===== config.mk =====
export PLATFORM = sky130hd
export DESIGN_NAME = mod_updown_counter
export DESIGN_NICKNAME = d
export VERILOG_FILES = /design/src/rtl/mod_updown_counter.sv
export SDC_FILE = /design/constraint.sdc
export NUM_CORES = 1
export LEC_CHECK = 0
export CAP_MARGIN = 20
export CELL_PAD_IN_SITES_DETAIL_PLACEMENT = 1
export CELL_PAD_IN_SITES_GLOBAL_PLACEMENT = 1
export CORE_MARGIN = 5
export CORE_UTILIZATION = 38
export CTS_CLUSTER_DIAMETER = 200
export DETAILED_ROUTE_END_ITERATION = 10
export GPL_ROUTABILITY_DRIVEN = 0
export GPL_TIMING_DRIVEN = 0
export PLACE_DENSITY = 0.81
export SYNTH_ARGS = -nofsm -noshare
export SYNTH_HDL_FRONTEND = slang
export SYNTH_SLANG_ARGS = --single-unit

===== constraint.sdc =====
create_clock -name clk -period 3 [get_ports clk]
set_input_delay 0.3 -clock clk [delete_from_list [all_inputs] [get_ports clk]]
set_output_delay 0.3 -clock clk [all_outputs]
set_load 0.01 [all_outputs]

===== src/rtl/mod_updown_counter.sv =====
// Parametrised up/down counter with modulus, wrap-or-saturate limits, synchronous
// clear/load, a registered limit-event pulse and a sticky overflow flag.
module mod_updown_counter #(
    parameter int WIDTH     = 8,
    parameter int MAX_VAL   = 2**WIDTH - 1,
    parameter int RESET_VAL = 0,
    parameter bit SATURATE  = 1'b0
) (
    input  logic             clk,
    input  logic             reset,
    input  logic             clr,
    input  logic             load,
    input  logic [WIDTH-1:0] d,
    input  logic             en,
    input  logic             up,
    output logic [WIDTH-1:0] q,
    output logic             at_max,
    output logic             at_min,
    output logic             wrap,
    output logic             ovf_sticky
);
    localparam logic [WIDTH:0]   MAX_EXT = (WIDTH+1)'(MAX_VAL);
    localparam logic [WIDTH-1:0] MAX_Q   = WIDTH'(MAX_VAL);
    localparam logic [WIDTH-1:0] RST_Q   = WIDTH'(RESET_VAL);
    localparam logic [WIDTH:0]   ONE_EXT = (WIDTH+1)'(1);

    logic [WIDTH-1:0] q_reg, q_next;
    logic             wrap_reg, wrap_next;
    logic             ovf_reg, ovf_next;
    logic [WIDTH:0]   inc_ext, dec_ext;
    logic             up_over, dn_under, limit_event;

    // One extra bit lets the limit tests be a compare/borrow, independent of MAX_VAL.
    assign inc_ext  = {1'b0, q_reg} + ONE_EXT;
    assign dec_ext  = {1'b0, q_reg} - ONE_EXT;
    assign up_over  = (inc_ext > MAX_EXT);
    assign dn_under = dec_ext[WIDTH];

    assign limit_event = en & ~clr & ~load & (up ? up_over : dn_under);

    always_comb begin
        q_next    = q_reg;
        wrap_next = limit_event;
        ovf_next  = ovf_reg | limit_event;
        if (clr) begin
            q_next   = RST_Q;
            ovf_next = 1'b0;
        end else if (load) begin
            q_next = ({1'b0, d} > MAX_EXT) ? MAX_Q : d;
        end else if (en) begin
            if (up) begin
                if (up_over) q_next = SATURATE ? q_reg : '0;
                else         q_next = inc_ext[WIDTH-1:0];
            end else begin
                if (dn_under) q_next = SATURATE ? q_reg : MAX_Q;
                else          q_next = dec_ext[WIDTH-1:0];
            end
        end
    end

    always_ff @(posedge clk or negedge reset) begin
        if (!reset) begin
            q_reg    <= RST_Q;
            wrap_reg <= 1'b0;
            ovf_reg  <= 1'b0;
        end else begin
            q_reg    <= q_next;
            wrap_reg <= wrap_next;
            ovf_reg  <= ovf_next;
        end
    end

    assign q          = q_reg;
    assign wrap       = wrap_reg;
    assign ovf_sticky = ovf_reg;
    assign at_max     = (q_reg == MAX_Q);
    assign at_min     = (q_reg == '0);
endmodule


==> impl_results.md, run 1 <==
* Clk pwr share at 26.8%
* Final Util at 51.0%
* Post-synth top flop: dfrtp_1
* Yosys reg bits at 10
* Final Max Tran Viols at 0
* Finished Layout Cells at a little under 200
* Post-synth EDFFs at 0
* Syn nets at 152
* Final Hold Fails at 0
* IO Pins at 26
* Int Pwr at 0.000301 W
* Min cycle time layout at 2.74 ns
* RSZ-0062 raised after global routing: false
* Final Net Count at around 180
* Global Route Usage Sum at roughly a fifth
* Post-Layout Inst Area at 1370 um^2
* Max reg flops at 8
* Synth Area per Inst at 7.86 um^2
* Sequential Power Share at 33.8%
* Period utilization at between 90% and 100%
* DR vias/cell at 6.12
* Core area at 2690 um^2
* Detail Route Antenna Nets at 0
* P per Cell Area at 337 nW/um^2
* Top achievable clock speed at 364 MHz
* Worst Hold Class: in -> async
* Area share of fa/ha/maj cells after synthesis at under 10%
* Worst endpoint required time at 2.70 ns
* Slew margin rel. at 51.6%
* Reg2Reg Depth at 8
* Drt drc at 0
* Worst skew pair latency at ~0.27 ns
* Startpoint Class: flip-flop
* Cell Area, Synth at 1050 um^2
* Post-Place Cell Area at between 1000 and 1500 um^2
* Dpl cells at 189
* Setup_tns at 0 ns
* Clock Path Buffers at 2
* CTS tree: done
* Largest family of logic cells by synthesized area: simple AND/OR/NAND/NOR gates
* DR iter-0 viols at 53
* DR WL/cell at roughly 19 um
* DP HPWL at 2830 um
* Switch Pwr at around 0.00016 W
* Logic pwr share at 39.3%
* Compound-Gate Fraction of Synth Area at 26.9%
* Worst Max-Slew Pin Slew at a little over 0.7 ns
* Vias in the first global route at approximately 1300
* Post-synthesis simple-gate area fraction at 28.7%
* First-pass GRT wire length at 6150 um
* Syn. warnings at 0
* Die span in y at ~62 um
* Post-synthesis xor/xnor area fraction at 5.02%
* Initial Utilization at a little under 40%
* Leakage at 0.519 nW
* Root buffer cell: clkbuf_4
* R2R Path Start: q[0]$_DFFE_PN0P_
* Initial antenna violation count at 0
* Setup Crit Path Kind: reg -> out
* Clock Sinks at 10
* CP Capture Type: primary output
* Drt first pass iters at 4
* Sequential share of the synthesized area at 23.9%
* Hold buffer count at CTS at 0
* IO Port Bufs at 25
* Largest net degree at the start of global routing at 12
* CTS Buf Count at 3
* Clock skew at 0.00585 ns
* Die W at 62.5 um
* CP max FO at 11
* Post-synth cell types at 47
* Max_cap viols at 0
* Switching Fraction at between 30% and 40%
* ANT cells at 0
* Grt ovf at 0
* Total wire length at 3670 um
* Reg-to-Reg End: q[3]$_DFFE_PN0P_
* R2R Setup Slk at 0.61 ns
* Peak VDD IR at 0.000260 V
* Worst Path Arrival at 2.44 ns
* Area of the die at about 3900 um^2
* Final Power at 0.000463 W
* Share of cells above drive strength 1 at 9.88%
* Vias at ~1200
* Post-synthesis mux area share at under 10%
* Status: completed
* Async SR Flop Fraction at 100%
* Post-CTS Setup Inserts at 0
* Area grow syn2layout at 31.1%
* Cts repair resizes at 0
* Mapped Cells at ~130
* # H-tree levels at 1
* Setup-failing EPs final at 0
* Clk pin slew, worst setup/hold paths at 0.07 ns
* Row Count at 19
[per-layer routing]
layer  track usage [%]  share of wire (%)  up-vias
li1                  -                  -      559
met1              25.0                 45      595
met2              33.8                 51       22
met3              2.34                2.6        6
met4              4.24                1.4        0
met5                 0                  0        -
[layout make-up]
class | count | area, um^2
fillers | 343 | 1320
well taps | 31 | 38.8
multi-input cells | 106 | 718
plain buffers | 10 | 51.3
inverters | 7 | 26.3
flip-flops and latches | 10 | 250
clock buffers | 4 | 36.3
repair buffers | 25 | 250
[how the worst max path moves through the flow]
stage	start	to	slack [ns]	cells past startpoint
2_1_floorplan	q[0]$_DFFE_PN0P_	q[6]$_DFFE_PN0P_	0.98	8
3_3_place_gp	q[1]$_DFFE_PN0P_	at_max	0.63	4
3_5_place_dp	q[1]$_DFFE_PN0P_	at_max	0.59	4
4_1_cts	q[1]$_DFFE_PN0P_	at_max	0.28	4
5_1_grt	q[1]$_DFFE_PN0P_	at_max	0.06	4
6_report	q[1]$_DFFE_PN0P_	at_max	0.26	4
[worst max-delay path: stages (launching register included)]
cell and delay, ns:
dfrtp_1 0.55, ha_1 0.27, nand2_1 0.07, nor3_1 0.62
clkdlybuf4s50_1 0.67
[Yosys cell counts, drive strengths merged, types with 2 or more instances]
cell type | instances | area, um^2
a21oi | 14 | 70.1
nand2 | 13 | 48.8
dfrtp | 10 | 250
buf | 7 | 40.0
inv | 7 | 26.3
o21ai | 7 | 35.0
ha | 5 | 62.6
nand3 | 5 | 37.5
nor2 | 5 | 18.8
nor3 | 5 | 25.0
nor3b | 5 | 37.5
xnor2 | 4 | 35.0
a31oi | 3 | 18.8
clkbuf | 3 | 11.3
nand4 | 3 | 18.8
o22ai | 3 | 18.8
or3 | 3 | 18.8
or4 | 3 | 26.3
a221oi | 2 | 17.5
a31o | 2 | 17.5
and3 | 2 | 12.5
nor2b | 2 | 12.5
xor2 | 2 | 17.5
[placed cells by master, fill, tap and decap left out, types with 2 or more instances in the layout]
cell type,n
xnor2_1,4
a31oi_1,3
clkbuf_4,3
dfrtp_1,10
clkbuf_1,3
clkdlybuf4s50_1,25
nand4_1,3
nor2_1,5
nor3b_1,5
xor2_1,2
a21oi_1,14
or3_1,3
nor2b_1,2
nand2_1,13
o21ai_0,6
o22ai_1,3
ha_1,5
a221oi_1,2
nor3_1,5
buf_2,5
inv_1,7
and3_1,2
nand3_1,4
or4_1,2
[through the flow]
step	hold WS, ns	worst slack (ns)
detailed placement	0.482	0.586
CTS	0.360	0.281
finish	0.348	0.256
global route	0.375	0.0615
floorplan	0.00441	0.984
global placement	0.491	0.631
[power groups by stage]
stage / logic (W) / registers (W) / clock network (W)
floorplan: 0.000102 / 0.000160 / 0
global placement: 0.000176 / 0.000158 / 0
detailed placement: 0.000180 / 0.000159 / 0
CTS: 0.000182 / 0.000157 / 0.000125
global route: 0.000199 / 0.000159 / 0.000133
finish: 0.000182 / 0.000157 / 0.000124
[kinds of logic after synthesis]
group                      Yosys count
DFF                                 10
adders and majority gates            5
buffers and inverters               17
AOI/OAI and AO/OA                   42
and+or+nand+nor                     51
muxes                                2
xor gates and xnor gates             6
No activity file was read; power rests on OpenSTA's default activity.
==> inputs of run 2 (changes only) <==
- SLEW_MARGIN: default -> 0
==> results of run 2 <==
Same layout as run 1: the final DEF is identical, and so are final timing and power.
